File: src/rtl/add_pkg.sv
// Shared constants and FSM encoding for the nibble-serial adder sequencer.
package add_pkg;

    localparam int NIB_W = 4;

    typedef enum logic [1:0] {
        IDLE = 2'd0,
        RUN  = 2'd1,
        DONE = 2'd2
    } state_t;

endpackage

File: src/rtl/add16_seq_if.sv
// Operand/result handshake bundle for add16_seq; the sub line exists only
// when ADD16_SEQ_SUB_EN is defined.
interface add16_seq_if #(parameter int NIBBLES = 4);
    import add_pkg::*;

    localparam int W = NIB_W * NIBBLES;

    logic         in_valid;
    logic         in_ready;
    logic [W-1:0] a;
    logic [W-1:0] b;
    logic         cin;
`ifdef ADD16_SEQ_SUB_EN
    logic         sub;
`endif
    logic         out_valid;
    logic         out_ready;
    logic [W-1:0] sum;
    logic         cout;

`ifdef ADD16_SEQ_SUB_EN
    modport master (output in_valid, a, b, cin, sub, out_ready,
                    input  in_ready, out_valid, sum, cout);
    modport slave  (input  in_valid, a, b, cin, sub, out_ready,
                    output in_ready, out_valid, sum, cout);
`else
    modport master (output in_valid, a, b, cin, out_ready,
                    input  in_ready, out_valid, sum, cout);
    modport slave  (input  in_valid, a, b, cin, out_ready,
                    output in_ready, out_valid, sum, cout);
`endif

endinterface

File: src/rtl/add4.sv
// 4-bit ripple-carry adder slice driven one nibble per cycle by add16_seq.
module add4
    import add_pkg::*;
(
    input  logic [NIB_W-1:0] a,
    input  logic [NIB_W-1:0] b,
    input  logic             cin,
    output logic [NIB_W-1:0] sum,
    output logic             cout
);

    logic [NIB_W:0] carry;

    // NOTE: every variable gets a default at the top of always_comb so no
    // path leaves it unassigned, which would otherwise infer a latch.
    always_comb begin
        carry    = '0;
        sum      = '0;
        carry[0] = cin;
        for (int i = 0; i < NIB_W; i++) begin
            sum[i]       = a[i] ^ b[i] ^ carry[i];
            carry[i + 1] = (a[i] & b[i]) | (carry[i] & (a[i] ^ b[i]));
        end
        cout = carry[NIB_W];
    end

endmodule

File: src/rtl/add16_seq.sv
// Multi-cycle adder sequencer: feeds add4 one nibble per cycle through a
// carry register. Subtraction is available with ADD16_SEQ_SUB_EN defined.
module add16_seq
    import add_pkg::*;
#(
    parameter int NIBBLES = 4
) (
    input  logic        clk,
    input  logic        rst_n,
    add16_seq_if.slave  bus,
    output logic        busy
);

    localparam int W     = NIB_W * NIBBLES;
    localparam int CNT_W = (NIBBLES > 1) ? $clog2(NIBBLES) : 1;
    localparam logic [CNT_W-1:0] LAST_NIB = CNT_W'(NIBBLES - 1);

    state_t           state;
    logic [W-1:0]     a_q;
    logic [W-1:0]     b_q;
    logic             sub_q;
    logic             carry_q;
    logic [CNT_W-1:0] nib_cnt;
    logic [W-1:0]     sum_q;
    logic             cout_q;
    logic             in_ready_q;
    logic             out_valid_q;
    logic             busy_q;

    logic             sub_in;
    logic [NIB_W-1:0] a_nib;
    logic [NIB_W-1:0] b_nib;
    logic [NIB_W-1:0] add_sum;
    logic             add_cout;

`ifdef ADD16_SEQ_SUB_EN
    assign sub_in = bus.sub;
`else
    assign sub_in = 1'b0;
`endif

    // Subtraction is A + ~B + 1: invert every B nibble; the +1 is the seeded carry.
    assign a_nib = a_q[NIB_W*nib_cnt +: NIB_W];
    assign b_nib = b_q[NIB_W*nib_cnt +: NIB_W] ^ {NIB_W{sub_q}};

    add4 u_add4 (
        .a    (a_nib),
        .b    (b_nib),
        .cin  (carry_q),
        .sum  (add_sum),
        .cout (add_cout)
    );

    // NOTE: sequential state uses non-blocking assignments so every register
    // samples pre-edge values regardless of statement order.
    always_ff @(posedge clk or negedge rst_n) begin
        if (!rst_n) begin
            state       <= IDLE;
            a_q         <= '0;
            b_q         <= '0;
            sub_q       <= 1'b0;
            carry_q     <= 1'b0;
            nib_cnt     <= '0;
            sum_q       <= '0;
            cout_q      <= 1'b0;
            in_ready_q  <= 1'b1;
            out_valid_q <= 1'b0;
            busy_q      <= 1'b0;
        end else begin
            unique case (state)
                IDLE: begin
                    if (bus.in_valid) begin
                        a_q        <= bus.a;
                        b_q        <= bus.b;
                        sub_q      <= sub_in;
                        carry_q    <= sub_in ? 1'b1 : bus.cin;
                        nib_cnt    <= '0;
                        state      <= RUN;
                        in_ready_q <= 1'b0;
                        busy_q     <= 1'b1;
                    end
                end
                RUN: begin
                    sum_q[NIB_W*nib_cnt +: NIB_W] <= add_sum;
                    carry_q                       <= add_cout;
                    if (nib_cnt == LAST_NIB) begin
                        cout_q      <= add_cout;
                        nib_cnt     <= '0;
                        state       <= DONE;
                        busy_q      <= 1'b0;
                        out_valid_q <= 1'b1;
                    end else begin
                        nib_cnt <= nib_cnt + 1'b1;
                    end
                end
                DONE: begin
                    if (bus.out_ready) begin
                        state       <= IDLE;
                        out_valid_q <= 1'b0;
                        in_ready_q  <= 1'b1;
                    end
                end
                default: begin
                    state       <= IDLE;
                    in_ready_q  <= 1'b1;
                    out_valid_q <= 1'b0;
                    busy_q      <= 1'b0;
                end
            endcase
        end
    end

    assign bus.in_ready  = in_ready_q;
    assign bus.out_valid = out_valid_q;
    assign bus.sum       = sum_q;
    assign bus.cout      = cout_q;
    assign busy          = busy_q;

endmodule
File: src/flat_wrapper.sv
// flat-port wrapper written by rule: the top's interface ports become plain ports
module add16_seq_flat import add_pkg::*;
#(
    parameter int NIBBLES = 4
)
  (clk, rst_n, busy, bus_in_valid, bus_a, bus_b, bus_cin, bus_out_ready, bus_in_ready, bus_out_valid, bus_sum, bus_cout);
  add16_seq_if #(.NIBBLES(NIBBLES)) bus_i ();
  input  logic clk;
  input  logic rst_n;
  output logic busy;
  input wire logic [$bits(bus_i.in_valid)-1:0] bus_in_valid;
  input wire logic [$bits(bus_i.a)-1:0] bus_a;
  input wire logic [$bits(bus_i.b)-1:0] bus_b;
  input wire logic [$bits(bus_i.cin)-1:0] bus_cin;
  input wire logic [$bits(bus_i.out_ready)-1:0] bus_out_ready;
  output wire logic [$bits(bus_i.in_ready)-1:0] bus_in_ready;
  output wire logic [$bits(bus_i.out_valid)-1:0] bus_out_valid;
  output wire logic [$bits(bus_i.sum)-1:0] bus_sum;
  output wire logic [$bits(bus_i.cout)-1:0] bus_cout;
  assign bus_i.in_valid = bus_in_valid;
  assign bus_i.a = bus_a;
  assign bus_i.b = bus_b;
  assign bus_i.cin = bus_cin;
  assign bus_i.out_ready = bus_out_ready;
  assign bus_in_ready = bus_i.in_ready;
  assign bus_out_valid = bus_i.out_valid;
  assign bus_sum = bus_i.sum;
  assign bus_cout = bus_i.cout;
  add16_seq #(.NIBBLES(NIBBLES)) u_core (.clk(clk), .rst_n(rst_n), .bus(bus_i), .busy(busy));
endmodule
File: config.mk
export PLATFORM = sky130hd
export DESIGN_NAME = add16_seq_flat
export DESIGN_NICKNAME = d
export VERILOG_FILES = /design/src/rtl/add_pkg.sv /design/src/rtl/add16_seq_if.sv /design/src/rtl/add4.sv /design/src/rtl/add16_seq.sv /design/src/flat_wrapper.sv
export SDC_FILE = /design/constraint.sdc
export NUM_CORES = 1
export LEC_CHECK = 0
export CAP_MARGIN = 20
export CORE_MARGIN = 2
export CORE_UTILIZATION = 50
export DETAILED_ROUTE_END_ITERATION = 7
export HOLD_SLACK_MARGIN = 0.03
export PLACE_DENSITY_LB_ADDON = 0.3
export SLEW_MARGIN = 25
export SYNTH_ARGS = -nofsm -noshare
export SYNTH_HDL_FRONTEND = slang
export SYNTH_SLANG_ARGS = --single-unit
export TNS_END_PERCENT = 5
File: constraint.sdc
create_clock -name clk -period 3.7 [get_ports clk]
set_input_delay 0.74 -clock clk [delete_from_list [all_inputs] [get_ports clk]]
set_output_delay 0.74 -clock clk [all_outputs]
set_load 0.05 [all_outputs]
==> results.py, run 1 <==
metrics = {
    "worst_setup_path": {
        "critical-path-top-cell-by-count": "sky130_fd_sc_hd__fa_1",
        "cp_data_required_time_ps": 3930,
        "critPathCaptureType": "flip-flop",
        "cpLargestDelayFamily": "adder cells",
        "worstSetupStartpointType": "flip-flop",
        "timing.critical_path.arrival_ps": 3170,
        "critical_path_buf_inv_count": 3,
        "worst_r2r_path_depth": 9,
        "path_class": "flip-flop to flip-flop",
        "startpoint": "u_core.nib_cnt[0]$_DFFE_PN0P_",
        "crit_chain": "mux4_2 -> fa_1 -> inv_1 -> fa_1 -> fa_1 -> inv_1 -> fa_1 -> inv_1 -> o31ai_1",
        "critPathMaxFanout": 7,
        "r2r_start": "u_core.nib_cnt[0]$_DFFE_PN0P_",
        "critical-path-max-stage-delay_ps": 590,
        "worst_r2r_endpoint": "u_core.bus.sum[7]$_DFFE_PN0P_",
        "ff2ff_setup_slack_ps": 760,
        "crit_slowest_cell": "sky130_fd_sc_hd__mux4_2",
    },
    "power_and_ir_drop": {
        "power_uw": 3100,
        "power.density_nw_per_um2": 912,
        "internal_power_of_the_cells_uw": 1850,
        "pwr-share-clk_pct": 15.0,
        "power_switching_share_pct": 40.2,
        "p_leak_uw": 0.00145,
        "power.ir.vdd_worst_mv": 0.471,
        "power.switching_uw": 1250,
        "pwr-share-comb_pct": 49.8,
        "pwr-share-seq_pct": 35.2,
    },
    "grt": {
        "initial_antenna_violation_count": 0,
        "grt.overflow.total": 0,
        "grt.busiest_layer": "met2",
        "gr-usage-met3_pct": 3.91,
        "grt_max_degree": 36,
        "wire_length_of_the_first_global_routing_pass_microns": 8970,
        "grt_util_met2_pct": 31.3,
        "globalRouteMet1Util_pct": 26.1,
        "grt_usage_pct": 19.8,
        "number_of_global_route_vias_before_repair": 1881,
    },
    "cells_and_area": {
        "final_design_area_no_fill_sq_um": 3400,
        "multi_input_gate_area_sq_um": 1100,
        "n_antenna_cell": 0,
        "layout.filler_cells": 384,
        "sequential_cell_area_sq_um": 1430,
        "area_growth_syn_to_layout_pct": 29.6,
        "drive_gt1_share_pct": 22.3,
        "layout.core_utilization_pct": 67.0,
        "final_nets": 306,
    },
    "min_path": {
        "hold_path_class": "primary input to asynchronous set/reset pin",
    },
    "logic_synthesis": {
        "synth.area.top_cells": "sky130_fd_sc_hd__dfrtp_1, sky130_fd_sc_hd__mux2_2, sky130_fd_sc_hd__mux4_2, sky130_fd_sc_hd__nand2_1, sky130_fd_sc_hd__fa_1",
        "synthFlopType": "sky130_fd_sc_hd__dfrtp_1",
        "xor_xnor_share_of_the_synthesized_area_pct": 0,
        "synth_nets": 243,
        "synth_seq_cells": 57,
        "synth_simple_gate_area_share_pct": 8.54,
        "post_synth_num_cell_types": 32,
        "synth_sequential_area_ratio_pct": 54.4,
        "synthMuxAreaShare_pct": 21.0,
        "netlist_area_sq_um": 2620,
        "ys.warnings.count": 0,
        "fraction_of_the_mapped_netlist_area_in_compound_gates_pct": 6.29,
        "synth_enable_flop_cells": 0,
        "yosys.area_share.adder_pct": 5.91,
        "synth_area_per_cell_sq_um": 13.4,
        "postSynthCellCount": 196,
        "portion_of_synthesized_cell_area_occupied_by_the_leading_cell_type_pct": 53.4,
        "ys_async_sr_fraction_pct": 100,
        "synth_top_family_by_area": "multiplexers",
        "synthDominantAreaCellType": "sky130_fd_sc_hd__dfrtp_1",
    },
    "clock_network": {
        "cts-buffers-inserted": 9,
        "cts_repair_resize_count": 0,
        "cts_tree": "built",
        "cts_post_setup_buffers_inserted": 0,
        "clockBufferDepth": 2,
        "clock_network_latency_to_the_later_pin_of_the_worst_skew_pair_ps": 330,
        "depth_of_the_cts_h_tree": 3,
        "clock_sinks": 57,
        "hold_buffer_count_at_cts": 0,
        "clkSlewWorstSetupHoldPaths_ps": 70,
        "cts.root.buffer_cell": "sky130_fd_sc_hd__clkbuf_8",
    },
    "sta": {
        "finalMaxSlewViolations": 0,
        "worstMarginPinSlew_ps": 744,
        "final_hold_violation_count": 0,
        "timing.clock.skew_ps": 10.2,
        "min_period_over_period_pct": 79.5,
        "setup-tns-final_ps": 0,
        "slew-limit-headroom_pct": 50.4,
        "max_freq_mhz": 340,
        "setup_violations": 0,
        "period_needed_ps": 2940,
        "grt_setup_unrepaired": "no",
        "final_worst_setup_slack_ps": 759,
    },
    "drt": {
        "detail_route.wirelength_microns": 4910,
        "drt_first_iter_violations": 119,
        "drt_drc_violations_left": 0,
        "post_detailed_route_count_of_antenna_violating_nets": 0,
        "wl_per_cell_microns": 14.7,
        "average_vias_per_placed_instance": 5.13,
        "routed-via-count": 1712,
        "drt_pre_antenna_iters": 4,
    },
    "floorplanning": {
        "floorplan.core_area_sq_um": 5070,
        "fp-row-count": 26,
        "die_height_microns": 76.4,
        "pin_count": 57,
        "die-width_microns": 76.4,
        "initial_core_util_pct": 51.7,
        "full_die_area_sq_um": 5840,
    },
    "placed_design": {
        "gp_routability_congestion": 0.822,
        "buffer_ports.inserted": 56,
        "dp_worst_setup_slack_ps": 739,
        "post_place_instance_area_sq_um": 3250,
        "dp_hpwl_microns": 3680,
    },
    "job": {
        "maxCapViolations": 0,
    },
    "run_status": {
        "status": "finished, final reports clean",
    },
}
==> state kept, by name, summed over array words and instances, names as in the netlist <==
signal / count
u_core.state: 2
u_core.bus.out_valid: 1
u_core.bus.sum: 16
u_core.a_q: 16
u_core.bus.in_ready: 1
u_core.carry_q: 1
u_core.nib_cnt: 2
u_core.b_q: 16
u_core.busy: 1
u_core.bus.cout: 1
==> per-stage QoR <==
step / hold WS [ps] / std cells
6_report: 473 / 334
3_3_place_gp: 461 / 318
4_1_cts: 480 / 334
3_5_place_dp: 466 / 318
5_1_grt: 505 / 334
2_1_floorplan: 444 / 196
==> cell usage after synthesis, types with 2 or more instances <==
master and number:
sky130_fd_sc_hd__o21ai_0 3, sky130_fd_sc_hd__o31ai_1 4, sky130_fd_sc_hd__dfrtp_1 56, sky130_fd_sc_hd__fa_1 4, sky130_fd_sc_hd__a21oi_1 3, sky130_fd_sc_hd__nand2b_1 2
sky130_fd_sc_hd__buf_2 2, sky130_fd_sc_hd__nor2_1 3, sky130_fd_sc_hd__o41ai_1 2, sky130_fd_sc_hd__buf_4 4, sky130_fd_sc_hd__mux4_2 8, sky130_fd_sc_hd__inv_1 14
sky130_fd_sc_hd__ha_1 6, sky130_fd_sc_hd__clkbuf_1 2, sky130_fd_sc_hd__nand2_1 23, sky130_fd_sc_hd__mux2_2 30, sky130_fd_sc_hd__or4b_4 2, sky130_fd_sc_hd__mux2_1 3
sky130_fd_sc_hd__o21ai_1 8, sky130_fd_sc_hd__nand3b_1 4, sky130_fd_sc_hd__a22o_1 2
==> power by group through the flow <==
stage	Clock [uW]	Combinational, uW	Sequential (uW)
5_1_grt	508	1720	1130
6_report	466	1550	1090
2_1_floorplan	0	1010	1200
4_1_cts	480	1560	1090
3_3_place_gp	0	1520	1090
3_5_place_dp	0	1560	1100
==> how the worst max path moves through the flow <==
stage / to / cells after the start
floorplan: u_core.bus.sum[7]$_DFFE_PN0P_ / 11
global placement: u_core.bus.sum[7]$_DFFE_PN0P_ / 9
detailed placement: u_core.bus.sum[7]$_DFFE_PN0P_ / 9
CTS: u_core.bus.sum[7]$_DFFE_PN0P_ / 9
global route: u_core.bus.sum[7]$_DFFE_PN0P_ / 9
finish: u_core.bus.sum[7]$_DFFE_PN0P_ / 9
==> cell usage in the layout, fill, tap and decap left out, drive strengths merged, types with 2 or more instances in the layout <==
cell           instances
dfrtp                 56
clkdlybuf4s50         55
mux2                  33
nand2                 23
clkbuf                15
inv                   14
o21ai                 11
mux4                   8
ha                     6
nand3b                 5
buf                    5
o31ai                  4
fa                     4
nor2                   4
a21oi                  3
nand2b                 2
o41ai                  2
a22o                   2
or4b                   2
==> final cells by class <==
cell class / instances / area share, %
clock buffer: 15 / 4.30
clock inverter: 1 / 0.147
inverter: 14 / 1.55
multi-input combinational: 117 / 32.2
sequential: 57 / 42.0
tap: 70 / 2.58
timing repair buffer: 60 / 17.2
==> metal layers <==
| metal | wire, microns | part of all wire (%) |
|---|---|---|
| met5 | 0 | 0 |
| met4 | 91 | 1.9 |
| met2 | 2380 | 48 |
| met1 | 2250 | 46 |
| met3 | 192 | 3.9 |
==> logic make-up (layout without fill, tap and decap cells) <==
logic type,Yosys count,in the layout
flops,57,57
mux,41,41
compound gates,26,26
fa+ha+maj,10,10
simple gates,40,40
buf+inv,22,90
Note: power is estimated with default switching activity, not from simulation.
==> inputs of run 2 (changes only) <==
==> constraint.sdc (replaced) <==
create_clock -name clk -period 3 [get_ports clk]
set_input_delay 0.6 -clock clk [delete_from_list [all_inputs] [get_ports clk]]
set_output_delay 0.6 -clock clk [all_outputs]
set_load 0.05 [all_outputs]
==> run 2 against run 1 <==
Net effect:
- combinational power is 26% higher
- register-to-register slack worse by 530 ps
- maximum frequency is 6.3% higher
- critical path depth stayed put
- critical path type unchanged
- critical endpoint unchanged
- largest cell class unchanged
==> results.py, run 2 (synthesis results as in run 1) <==
metrics = {
    "run_status": {
        "status": "finished, final reports clean",
    },
    "worst_setup_path": {
        "startpoint": "u_core.nib_cnt[0]$_DFFE_PN0P_",
        "setup.worst_path.end": "u_core.bus.sum[7]$_DFFE_PN0P_",
        "worst_r2r_endpoint": "u_core.bus.sum[7]$_DFFE_PN0P_",
        "ff2ff_setup_slack_ps": 230,
        "worst_r2r_path_depth": 9,
        "timing.critical_path.arrival_ps": 2990,
        "cp_data_required_time_ps": 3230,
        "r2r_start": "u_core.nib_cnt[0]$_DFFE_PN0P_",
        "critPathMaxFanout": 5,
        "critPathCaptureType": "flip-flop",
        "path_class": "flip-flop to flip-flop",
        "worstSetupStartpointType": "flip-flop",
    },
    "drt": {
        "average_vias_per_placed_instance": 5.15,
        "routed-via-count": 1741,
        "drt_first_iter_violations": 62,
        "drt_pre_antenna_iters": 4,
        "drt_drc_violations_left": 0,
        "wl_per_cell_microns": 15.1,
        "post_detailed_route_count_of_antenna_violating_nets": 0,
        "detail_route.wirelength_microns": 5090,
    },
    "cells_and_area": {
        "multi_input_gate_area_sq_um": 1100,
        "layout.filler_cells": 410,
        "layout.cells.most_common_list": "sky130_fd_sc_hd__dfrtp_1, sky130_fd_sc_hd__clkdlybuf4s50_1, sky130_fd_sc_hd__mux2_2",
        "layout.core_utilization_pct": 68.0,
        "n_antenna_cell": 0,
        "most_common_library_cell_in_the_layout_ignoring_fill_and_taps": "sky130_fd_sc_hd__dfrtp_1",
        "drive_gt1_share_pct": 23.9,
        "sequential_cell_area_sq_um": 1430,
        "area_growth_syn_to_layout_pct": 31.5,
        "finalNonFillerCells": 338,
        "final_nets": 310,
    },
    "placed_design": {
        "place_inst": 322,
        "buffer_ports.inserted": 56,
        "dp_hpwl_microns": 3870,
        "gp_routability_congestion": 0.798,
    },
    "power_and_ir_drop": {
        "power.density_nw_per_um2": 1130,
        "p_leak_uw": 0.00148,
        "power.ir.vdd_worst_mv": 0.588,
    },
    "sta": {
        "grt_setup_unrepaired": "no",
        "final_hold_violation_count": 0,
        "max_freq_mhz": 361,
        "setup-tns-final_ps": 0,
        "slew-limit-headroom_pct": 66.1,
        "period_needed_ps": 2770,
        "setup_violations": 0,
        "worstMarginPinSlew_ps": 508,
        "timing.clock.skew_ps": 5.77,
        "min_period_over_period_pct": 92.2,
        "finalMaxSlewViolations": 0,
    },
    "min_path": {
        "hold_path_class": "primary input to asynchronous set/reset pin",
    },
    "grt": {
        "wire_length_of_the_first_global_routing_pass_microns": 8990,
        "grt.overflow.total": 0,
        "grt_usage_pct": 19.8,
        "number_of_global_route_vias_before_repair": 1886,
        "initial_antenna_violation_count": 0,
        "grt_max_degree": 33,
    },
    "clock_network": {
        "hold_buffer_count_at_cts": 0,
        "cts.root.buffer_cell": "sky130_fd_sc_hd__clkbuf_8",
        "cts-buffers-inserted": 9,
        "cts_tree": "built",
        "clock_network_latency_to_the_later_pin_of_the_worst_skew_pair_ps": 330,
        "depth_of_the_cts_h_tree": 3,
        "clockBufferDepth": 2,
        "cts_post_setup_buffers_inserted": 0,
        "clkSlewWorstSetupHoldPaths_ps": 60,
        "clock_sinks": 57,
        "cts_repair_resize_count": 0,
    },
    "job": {
        "maxCapViolations": 0,
    },
    "floorplanning": {
        "pin_count": 57,
        "full_die_area_sq_um": 5840,
        "fp-row-count": 26,
        "floorplan.core_area_sq_um": 5070,
        "die_height_microns": 76.4,
        "die-width_microns": 76.4,
        "initial_core_util_pct": 51.7,
    },
}
[run 2: changes by cell type in the layout (fill, tap and decap cells not counted), sizes merged]
cell,previous run,this run
buf,5,9
clkbuf,15,16
clkinv,1,0
[run 2: through the flow]
step	area, sq um	power, uW	setup slack, ps	hold slack (ps)
2_1_floorplan	2620	2730	41.7	304
3_3_place_gp	3280	3250	331	460
3_5_place_dp	3280	3320	230	467
4_1_cts	3450	3940	219	246
5_1_grt	3450	4190	82.5	280
6_report	3450	3910	233	232
[run 2: area by class of cell]
class | instances | share of cell area (%)
repair buffers | 64 | 17.8
multi-input cells | 117 | 31.8
inverters | 14 | 1.52
flip-flops and latches | 57 | 41.4
well taps | 70 | 2.54
clock buffers | 16 | 4.93
[run 2: worst max-delay path: stages (launching register included)]
cell	delay [ps]
sky130_fd_sc_hd__dfrtp_1	460
sky130_fd_sc_hd__mux4_2	550
sky130_fd_sc_hd__fa_1	400
sky130_fd_sc_hd__inv_1	70
sky130_fd_sc_hd__fa_1	170
sky130_fd_sc_hd__fa_1	160
sky130_fd_sc_hd__inv_1	50
sky130_fd_sc_hd__fa_1	490
sky130_fd_sc_hd__inv_1	70
sky130_fd_sc_hd__o31ai_1	260
[run 2: where the power goes]
group	leakage (uW)	switching, uW	internal, uW
Combinational	0.000697	1050	908
Sequential	0.000699	225	1100
Clock	0.0000850	276	347
[run 2: worst min-delay path by stage]
stage                     slack (ps)                             to                          start  depth (start not counted)
after CTS                        250     u_core.a_q[10]$_DFFE_PN0P_                          rst_n                          1
after global placement           460  u_core.bus.sum[4]$_DFFE_PN0P_  u_core.bus.sum[4]$_DFFE_PN0P_                          2
final                            230     u_core.a_q[10]$_DFFE_PN0P_                          rst_n                          1
after floorplan                  300      u_core.a_q[0]$_DFFE_PN0P_                          rst_n                          0
after detailed placement         470  u_core.bus.sum[4]$_DFFE_PN0P_  u_core.bus.sum[4]$_DFFE_PN0P_                          2
after global routing             280     u_core.a_q[10]$_DFFE_PN0P_                          rst_n                          1
[run 2: routing by layer]
layer | up-vias | part of all wire (%) | track usage, %
met5 | - | 0 | 0
met4 | 0 | 2.7 | 11.3
met3 | 15 | 4.1 | 3.79
met2 | 52 | 49 | 31.2
met1 | 849 | 44 | 26.0
li1 | 825 | - | -
